===== src/rtl/hazard_scoreboard_pkg.sv =====
// Shared definitions for the hazard scoreboard.
//   - forwarding select encodings (FWD_RF/E/M/W)
//   - scoreboard entry struct (destination + cycles-until-ready)
//   - default Tnew/Tuse values for the common instruction classes
//   - saturating Tnew decrement helper
package hazard_scoreboard_pkg;

   // Entry fields are stored at these widths. The top-level AW/TW parameters
   // are zero-extended into them, so AW <= SB_AW and TW <= SB_TW must hold.
   localparam int SB_AW = 8;
   localparam int SB_TW = 4;

   localparam logic [1:0] FWD_RF = 2'd0;
   localparam logic [1:0] FWD_E  = 2'd1;
   localparam logic [1:0] FWD_M  = 2'd2;
   localparam logic [1:0] FWD_W  = 2'd3;

   typedef struct packed {
      logic [SB_AW-1:0] dst;   // 0 = writes nothing
      logic [SB_TW-1:0] tnew;  // cycles until result can be forwarded
   } sb_entry_t;

   localparam sb_entry_t SB_BUBBLE = '{default: '0};

   // Default Tnew (producer) values
   localparam int TNEW_ALU  = 1;
   localparam int TNEW_LOAD = 2;
   localparam int TNEW_LINK = 0;
   // Default Tuse (consumer) values
   localparam int TUSE_ALU      = 1;
   localparam int TUSE_BRANCH   = 0;
   localparam int TUSE_JR       = 0;
   localparam int TUSE_STORE_RT = 2;

   function automatic logic [SB_TW-1:0] tnew_dec(input logic [SB_TW-1:0] t);
      return (t == '0) ? '0 : t - 1'b1;
   endfunction

endpackage


===== src/rtl/hazard_scoreboard_md_busy_ctr.sv =====
// Mul/div occupancy tracker.
//   clk, reset    : clock, synchronous active-high reset
//   stall         : D instruction is being held this cycle
//   md_start      : D instruction starts a mult/div
//   md_div        : with md_start, 1 = divide
//   md_busy       : registered "counter was nonzero" flag
//   md_inflight   : E holds an md-start issued last cycle
// md_busy lags the counter by one edge, so the cycle directly after issue is
// covered by md_inflight instead; together they hold HI/LO users for LAT+1
// cycles.
module md_busy_ctr
   import hazard_scoreboard_pkg::*;
#(
   parameter int MUL_LAT = 5,
   parameter int DIV_LAT = 10
) (
   input  logic clk,
   input  logic reset,
   input  logic stall,
   input  logic md_start,
   input  logic md_div,
   output logic md_busy,
   output logic md_inflight
);

   localparam int CW = $clog2(DIV_LAT + 1);

   logic [CW-1:0] cnt;
   logic          issue;

   // A stalled start does not touch the counter; it retries next cycle.
   assign issue = md_start & ~stall;

   always_ff @(posedge clk) begin
      if (reset) begin
         cnt         <= '0;
         md_busy     <= 1'b0;
         md_inflight <= 1'b0;
      end else begin
         md_busy     <= (cnt != '0);
         md_inflight <= issue;
         if (issue)
            cnt <= md_div ? CW'(DIV_LAT) : CW'(MUL_LAT);
         else if (cnt != '0)
            cnt <= cnt - 1'b1;
      end
   end

endmodule


===== src/rtl/hazard_scoreboard.sv =====
// Tnew/Tuse hazard scoreboard for a 5-stage pipeline (D, E, M, W).
//   clk, reset             : clock, synchronous active-high reset
//   d_rs/d_rt (+_use,tuse) : D-stage sources, whether read, cycles until use
//   d_dst, d_tnew          : D-stage destination (0 = none) and its Tnew
//   d_md_start/div/use     : mult/div start, divide select, HI/LO access
//   stall                  : hold PC/IR_D, bubble into E
//   fwd_rs_d/fwd_rt_d      : D operand select (RF/E/M/W)
//   fwd_rs_e/fwd_rt_e      : E operand select (pipe/M/W)
//   fwd_rt_m               : M store data select (pipe/W)
//   md_busy                : mul/div unit occupied
// All outputs except md_busy are combinational from current entries and D.
module hazard_scoreboard
   import hazard_scoreboard_pkg::*;
#(
   parameter int AW      = 5,
   parameter int TW      = 2,
   parameter int MUL_LAT = 5,
   parameter int DIV_LAT = 10
) (
   input  logic          clk,
   input  logic          reset,
   input  logic [AW-1:0] d_rs,
   input  logic [AW-1:0] d_rt,
   input  logic          d_rs_use,
   input  logic          d_rt_use,
   input  logic [TW-1:0] d_tuse_rs,
   input  logic [TW-1:0] d_tuse_rt,
   input  logic [AW-1:0] d_dst,
   input  logic [TW-1:0] d_tnew,
   input  logic          d_md_start,
   input  logic          d_md_div,
   input  logic          d_md_use,
   output logic          stall,
   output logic [1:0]    fwd_rs_d,
   output logic [1:0]    fwd_rt_d,
   output logic [1:0]    fwd_rs_e,
   output logic [1:0]    fwd_rt_e,
   output logic [1:0]    fwd_rt_m,
   output logic          md_busy
);

   sb_entry_t     e_q, m_q, w_q;
   logic [AW-1:0] e_rs_q, e_rt_q, m_rt_q;
   logic          md_inflight;
   logic          stall_rs, stall_rt, stall_md;

   // dst==0 never matches, which also keeps $0 reads out of every path.
   function automatic logic hit(input sb_entry_t ent, input logic [AW-1:0] r);
      return (ent.dst != '0) && (ent.dst == SB_AW'(r));
   endfunction

   function automatic logic late(input sb_entry_t ent, input logic [AW-1:0] r,
                                 input logic [TW-1:0] tuse);
      return hit(ent, r) && (ent.tnew > SB_TW'(tuse));
   endfunction

   // Youngest matching stage decides; if it is not ready yet, read the
   // normal source rather than an older (stale) producer.
   function automatic logic [1:0] fwd_pick(input sb_entry_t e, input sb_entry_t m,
                                           input sb_entry_t w, input logic [AW-1:0] r);
      logic [1:0] sel;
      sel = FWD_RF;
      if (hit(e, r))
         sel = (e.tnew == '0) ? FWD_E : FWD_RF;
      else if (hit(m, r))
         sel = (m.tnew == '0) ? FWD_M : FWD_RF;
      else if (hit(w, r))
         sel = (w.tnew == '0) ? FWD_W : FWD_RF;
      return sel;
   endfunction

   always_comb begin
      stall_rs = d_rs_use && (d_rs != '0) &&
                 (late(e_q, d_rs, d_tuse_rs) || late(m_q, d_rs, d_tuse_rs));
      stall_rt = d_rt_use && (d_rt != '0) &&
                 (late(e_q, d_rt, d_tuse_rt) || late(m_q, d_rt, d_tuse_rt));
      stall_md = (d_md_start || d_md_use) && (md_busy || md_inflight);
      stall    = stall_rs || stall_rt || stall_md;

      fwd_rs_d = fwd_pick(e_q, m_q, w_q, d_rs);
      fwd_rt_d = fwd_pick(e_q, m_q, w_q, d_rt);
      fwd_rs_e = fwd_pick(SB_BUBBLE, m_q, w_q, e_rs_q);
      fwd_rt_e = fwd_pick(SB_BUBBLE, m_q, w_q, e_rt_q);
      fwd_rt_m = fwd_pick(SB_BUBBLE, SB_BUBBLE, w_q, m_rt_q);
   end

   // E takes D (or a bubble on stall); M and W always advance.
   always_ff @(posedge clk) begin
      if (reset) begin
         e_q    <= SB_BUBBLE;
         m_q    <= SB_BUBBLE;
         w_q    <= SB_BUBBLE;
         e_rs_q <= '0;
         e_rt_q <= '0;
         m_rt_q <= '0;
      end else begin
         if (stall) begin
            e_q    <= SB_BUBBLE;
            e_rs_q <= '0;
            e_rt_q <= '0;
         end else begin
            e_q.dst  <= SB_AW'(d_dst);
            e_q.tnew <= SB_TW'(d_tnew);
            e_rs_q   <= d_rs;
            e_rt_q   <= d_rt;
         end
         m_q.dst  <= e_q.dst;
         m_q.tnew <= tnew_dec(e_q.tnew);
         m_rt_q   <= e_rt_q;
         w_q.dst  <= m_q.dst;
         w_q.tnew <= tnew_dec(m_q.tnew);
      end
   end

   md_busy_ctr #(
      .MUL_LAT(MUL_LAT),
      .DIV_LAT(DIV_LAT)
   ) u_md_busy_ctr (
      .clk        (clk),
      .reset      (reset),
      .stall      (stall),
      .md_start   (d_md_start),
      .md_div     (d_md_div),
      .md_busy    (md_busy),
      .md_inflight(md_inflight)
   );

endmodule

===== config.mk =====
export PLATFORM = sky130hd
export DESIGN_NAME = hazard_scoreboard
export DESIGN_NICKNAME = d
export VERILOG_FILES = /design/src/rtl/hazard_scoreboard_pkg.sv /design/src/rtl/hazard_scoreboard_md_busy_ctr.sv /design/src/rtl/hazard_scoreboard.sv
export SDC_FILE = /design/constraint.sdc
export NUM_CORES = 1
export LEC_CHECK = 0
export ABC_AREA = 1
export CAP_MARGIN = 10
export CORE_ASPECT_RATIO = 1.2
export CORE_MARGIN = 2
export CORE_UTILIZATION = 54
export DETAILED_ROUTE_END_ITERATION = 8
export PLACE_DENSITY = 0.86
export SYNTH_ARGS = -nofsm -noshare
export SYNTH_HDL_FRONTEND = slang
export SYNTH_SLANG_ARGS = --single-unit

===== constraint.sdc =====
create_clock -name clk -period 1.85 [get_ports clk]
set_clock_uncertainty 0.1 [all_clocks]
set_input_delay 0.185 -clock clk [delete_from_list [all_inputs] [get_ports clk]]
set_output_delay 0.185 -clock clk [all_outputs]
set_load 0.005 [all_outputs]

* After elaboration in Yosys (flattened, before gate mapping)
Index checks and enable logic that the tools add are counted.
** Storage, ports and cells
- Word-level logic and storage cells :: 90
- Flip-flop bits (word level) :: 57
** Cells by class
- Eq/ne operators :: 11
- Bitwise gates (word level) :: 2
- Add/subtract/negate cells :: 3
- $lt $le $gt $ge :: 4
- Reduce and logical (&&, ||, !) cells :: 39
- Multiplexer cells :: 17
** Operator list (number)
- $eq A8 B5 Y1 :: 11
- $mux W2 :: 13
- $reduce_bool A8 Y1 :: 3
- $logic_and A1 B1 Y1 :: 20
- $gt A4 B2 Y1 :: 4
- $logic_not A4 Y1 :: 3
- $mux W4 :: 3
- $sub A4 B1 Y4 const B :: 3
- $reduce_bool A5 Y1 :: 2
- $logic_or A1 B1 Y1 :: 6
- $reduce_or A2 Y1 :: 3
- $reduce_bool A4 Y1 :: 1
- $reduce_bool A2 Y1 :: 1
- $and A1 B1 Y1 :: 1
- $mux W1 :: 1
- $not A1 Y1 :: 1

* Depth between registers and ports, before layout
- Depth in word-level cells :: 10
- Gate-level depth with buffers :: 14

* By module
Synthesis repeated with hierarchy kept, for this count alone.
** Second synthesis, totals
- Cell total of the unflattened synthesis :: 383
- Area total of the unflattened synthesis :: 2728.9 µm²
** By module, submodules not included
- hazard_scoreboard :: times used 1, cells an instance 333, area each 2394.8 µm²
- md_busy_ctr :: times used 1, cells an instance 50, area each 334.1 µm²

* Worst setup path before layout
OpenSTA, ideal clock, no wires.
- Path kind :: register -> register
- Start :: register m_q[1] in the netlist's numbering
- End :: register e_rs_q[3]
- Slack :: 166 ps
- Data required time :: 1688 ps
- Arrival :: 1523 ps
- Period minus slack after synthesis :: 1684 ps
- Cell stages (with the launch flop) :: 12
- Setup time :: 62 ps
- Cell sequence :: dfxtp_1 > ha_1 > inv_1 > nor2_1 > o21ai_0 > nand2_1 > nand3_2 > nand2_2 > a21oi_4 > nand3_4 > buf_12 > nor2_2
** On the way
- Cells in the longest elaborated chain, start to end :: 7
- Elaborated cells between the ends (all ways) :: 11
- Those cells by class :: order compare (2); reduce/logical (9)
** RTL lines
- from (decl) :: RTL line hazard_scoreboard.sv:42 : sb_entry_t e_q, m_q, w_q;
- $gt A4 B2 Y1 :: RTL line hazard_scoreboard.sv:54 : return hit(ent, r) && (ent.tnew > SB_TW'(tuse));
- $logic_and A1 B1 Y1 :: RTL line hazard_scoreboard.sv:54
- $logic_or A1 B1 Y1 (on tied branches) :: RTL line hazard_scoreboard.sv:74, hazard_scoreboard.sv:76
- $logic_and A1 B1 Y1 (on tied branches) :: RTL line hazard_scoreboard.sv:73, hazard_scoreboard.sv:75
- $logic_or A1 B1 Y1 * (2 in a row) :: RTL line hazard_scoreboard.sv:78 : stall = stall_rs || stall_rt || stall_md;
- $reduce_or A2 Y1 (no source line) *
- to (signal assigned) :: RTL line hazard_scoreboard.sv:104 : e_rs_q <= d_rs;
- to (decl) :: RTL line hazard_scoreboard.sv:43 : logic [AW-1:0] e_rs_q, e_rt_q, m_rt_q;
Mark *: on every way between the ends. The rest lies on a longest branch, timed or not.
A chain may end at the register's enable or synchronous reset.

* Worst setup path in the final report
- Start :: input port d_rt[0]
- End :: output port fwd_rt_d[0]
** On the way
- Cells in the longest elaborated chain, start to end :: 5
- Elaborated cells between the ends (all ways) :: 9
- Those cells by class :: eq/ne (3); mux (3); reduce/logical (3)
** RTL lines
- from (decl) :: RTL line hazard_scoreboard.sv:23 : input logic [AW-1:0] d_rt,
- $eq A8 B5 Y1 :: RTL line hazard_scoreboard.sv:49 : return (ent.dst != '0) && (ent.dst == SB_AW'(r));
- $logic_and A1 B1 Y1 :: RTL line hazard_scoreboard.sv:49
- $mux W2 :: RTL line hazard_scoreboard.sv:67 : else if (hit(w, r))
- $mux W2 :: RTL line hazard_scoreboard.sv:65 : else if (hit(m, r))
- $mux W2 * :: RTL line hazard_scoreboard.sv:63 : if (hit(e, r))
- to (decl) :: RTL line hazard_scoreboard.sv:35 : output logic [1:0] fwd_rt_d,
Marks and branches as above.

==> impl_metrics.json <==
{
  "syn_inst": 373,
  "powerDensity_mw_per_mm2": 939.3,
  "cts_tree": "built",
  "p_total_uw": 4004,
  "grt_pass1_vias": 3157,
  "antenna_found_initial": 0,
  "synth_fa_ha_area_share_pct": 6.038,
  "p_int_uw": 2398,
  "hold_violations": 0,
  "switching_share_pct": 40.11,
  "clockPowerShare_pct": 19.6,
  "numCtsBuffers": 5,
  "fmax_ghz": 0.4407,
  "setup_viol": 33,
  "ys_ff_latch": 45,
  "synth_xor_area_share_pct": 5.852,
  "detail_route.iter0.violations": 590,
  "vias": 3366,
  "endpoint_kind": "primary output",
  "cellLeakagePower_uw": 0.002013,
  "whs_ps": 275.8,
  "start_util_pct": 55.32,
  "required_ps": 1560,
  "netlist_area_mm2": 0.002694,
  "drc_errors": 0,
  "drive_gt1_share_pct": 42.48,
  "violations": "negative setup slack",
  "placed_cells": 533,
  "drv_slew": 0,
  "hp-class": "in2reg",
  "clock_sinks": 45,
  "syn_to_final_growth_pct": 58.24,
  "dpl.hpwl_mm": 5.930,
  "setup_tns_ps": -7886,
  "postSynthAreaPerCell_um2": 7.222,
  "wirelength_mm": 11.34,
  "synthSimpleGateAreaFrac_pct": 32.75,
  "ctsHoldBuffers": 0,
  "die_area_mm2": 0.005572,
  "core-area_mm2": 0.004870,
  "fin_nets": 533,
  "boundaryPins": 40,
  "peakVddDrop_mv": 1.028,
  "fillers": 217,
  "antennaDiodeCount": 0,
  "final_cell_count_no_fill": 552,
  "htreeDepth": 2,
  "arrival_ps": 1980,
  "finalWeightedCongestion": 1.018,
  "ys_types": 37,
  "rows": 28,
  "pwr-share-seq_pct": 32.0,
  "drt_pass1_iterations": 7,
  "die_y_um": 81.37,
  "p_sw_uw": 1606,
  "grt_setup_unrepaired": "yes",
  "yosysWarnings": 0,
  "synth-compound-area-share_pct": 9.986,
  "ant_nets": 0,
  "finalCritPeriodShare_pct": 122.6,
  "pwr-share-comb_pct": 48.4,
  "worst_slack_ps": -419.0,
  "drv_cap": 0,
  "worstPathMaxFanout": 4,
  "ctsLongestPathBuffers": 2,
  "crit_type": "in2out",
  "synth_nets": 414,
  "outcome": "complete, but fails checks",
  "synth_top_family_by_area": "simple AND/OR/NAND/NOR gates",
  "grt_usage_pct": 35.50,
  "cp-start-kind": "input port",
  "synthMuxAreaShare_pct": 0,
  "clkSlewWorstSetupHoldPaths_ps": 90,
  "insertion_delay_ps": 320,
  "yosysSeqAreaShare_pct": 33.44,
  "grt_pass1_wl_mm": 14.49,
  "grt-ovfl-total": 0,
  "grt_max_degree": 18,
  "period_minus_slack_ps": 2269,
  "clock-root-buffer": "clkbuf_8",
  "die_w_um": 68.48,
  "route.detailed.wl_per_inst_um": 20.55,
  "vias_per_cell": 6.098,
  "portBuffers": 39
}
[synthesized netlist by cell type (all sizes together)]
master | instances | area, um2
conb | 1 | 3.750
nor3 | 5 | 25.02
nand2 | 82 | 322.8
clkinv | 1 | 8.760
buf | 3 | 38.79
o31ai | 2 | 15.01
nand4 | 13 | 96.34
nor4 | 7 | 43.79
a21oi | 10 | 65.07
o2111ai | 2 | 17.52
nor2 | 57 | 294.0
ha | 13 | 162.7
a221oi | 1 | 8.760
nand3 | 12 | 87.59
a22o | 1 | 8.760
dfxtp | 45 | 900.9
o21ai | 10 | 53.80
clkbuf | 2 | 7.510
or2 | 2 | 12.51
xor2 | 9 | 78.83
inv | 70 | 262.8
xnor2 | 9 | 78.83
o22ai | 16 | 100.1
[layer usage]
metal	vias up	track usage, %	wire (um)
met5	-	0	0
met4	0	22.80	885
met3	98	8.864	1091
met2	293	59.71	5244
met1	1552	38.75	4119
li1	1423	-	-
[power groups by stage]
stage | registers (uW) | clock network, uW | logic (uW)
4_1_cts | 1240 | 745 | 1630
6_report | 1280 | 785 | 1940
5_1_grt | 1290 | 815 | 2050
3_3_place_gp | 1240 | 0 | 1370
2_1_floorplan | 1230 | 0 | 873
3_5_place_dp | 1250 | 0 | 1430
[sequential cells by signal (all words and copies together) (netlist names)]
name and count:
m_rt_q 5, u_md_busy_ctr.cnt 4, e_rt_q 5, e_q 7
m_q 8, e_rs_q 5, u_md_busy_ctr.md_inflight 1, w_q 9
u_md_busy_ctr.md_busy 1
[cells in the final DEF, fill, tap and decap left out, types with 5 or more instances in the layout]
cell | Yosys | final
inv_2 | 7 | 10
dfxtp_1 | 45 | 30
a21oi_2 | 1 | 5
nand3_1 | 8 | 6
xor2_1 | 9 | 9
o22ai_1 | 16 | 15
buf_4 | 1 | 63
nor4_2 | 0 | 7
nor2_4 | 10 | 22
nand2_1 | 78 | 68
xnor2_1 | 9 | 5
inv_1 | 63 | 55
nand4_1 | 12 | 12
ha_1 | 13 | 8
dfxtp_2 | 0 | 10
ha_4 | 0 | 5
buf_2 | 0 | 11
nor2_1 | 45 | 32
nand2_2 | 3 | 13
clkdlybuf4s50_1 | 0 | 21
buf_6 | 1 | 12
clkbuf_8 | 0 | 5
dfxtp_4 | 0 | 5
[final timing paths]
path                          start  cells past startpoint  slack [ps]                           endpoint
setup / recovery            d_rt[0]                     10        -420                        fwd_rt_d[0]
hold / removal              d_rs[3]                      4         280               e_rs_q[3]$_SDFF_PP0_
setup reg to reg  e_q[1]$_SDFF_PP0_                     11        -140  u_md_busy_ctr.cnt[3]$_SDFFE_PP0P_
hold reg to reg   m_q[0]$_SDFF_PP0_                      1         330                  w_q[0]$_SDFF_PP0_
[final cells by class]
class / count / area (um2) / share of cell area [%]
flip-flops and latches: 45 / 932.1 / 21.87
clock buffers: 5 / 68.82 / 1.614
repair buffers: 117 / 1008 / 23.66
clock inverters: 2 / 35.03 / 0.8218
well taps: 60 / 75.07 / 1.761
multi-input cells: 252 / 1854 / 43.50
inverters: 71 / 289.0 / 6.780
[repair_timing]
action / in CTS / in global routing
gates cloned: 1 / 0
pin swaps: 37 / 33
resized for setup: 120 / 60
endpoints found under the setup margin: 33 / 33
buffers inserted: 10 / 2
[logic make-up (layout without fill, tap and decap cells)]
group / count (synthesis) / count (layout)
adders and majority gates: 13 / 13
other: 1 / 1
buffers and inverters: 76 / 195
and+or+nand+nor: 178 / 178
DFF: 45 / 45
xor gates and xnor gates: 18 / 18
AOI/OAI and AO/OA: 42 / 42
[worst max-delay path, stage by stage]
cell and delay (ps):
clkdlybuf4s50_1 580, inv_1 130, nand2_1 80, nand4_1 120
nor2_1 270, nand2_1 190, inv_1 160, nand2_1 80
nand2_1 70, buf_2 110
[stage by stage]
stage	area (um2)	worst slack, ps	utilization (%)
detailed placement	3621	-642.0	74.36
global placement	3621	-625.2	74.36
global route	4263	-447.2	87.54
floorplan	2694	165.6	-
finish	4263	-419.0	87.54
CTS	4019	-349.4	82.53
No activity file was read; power rests on OpenSTA's default activity.
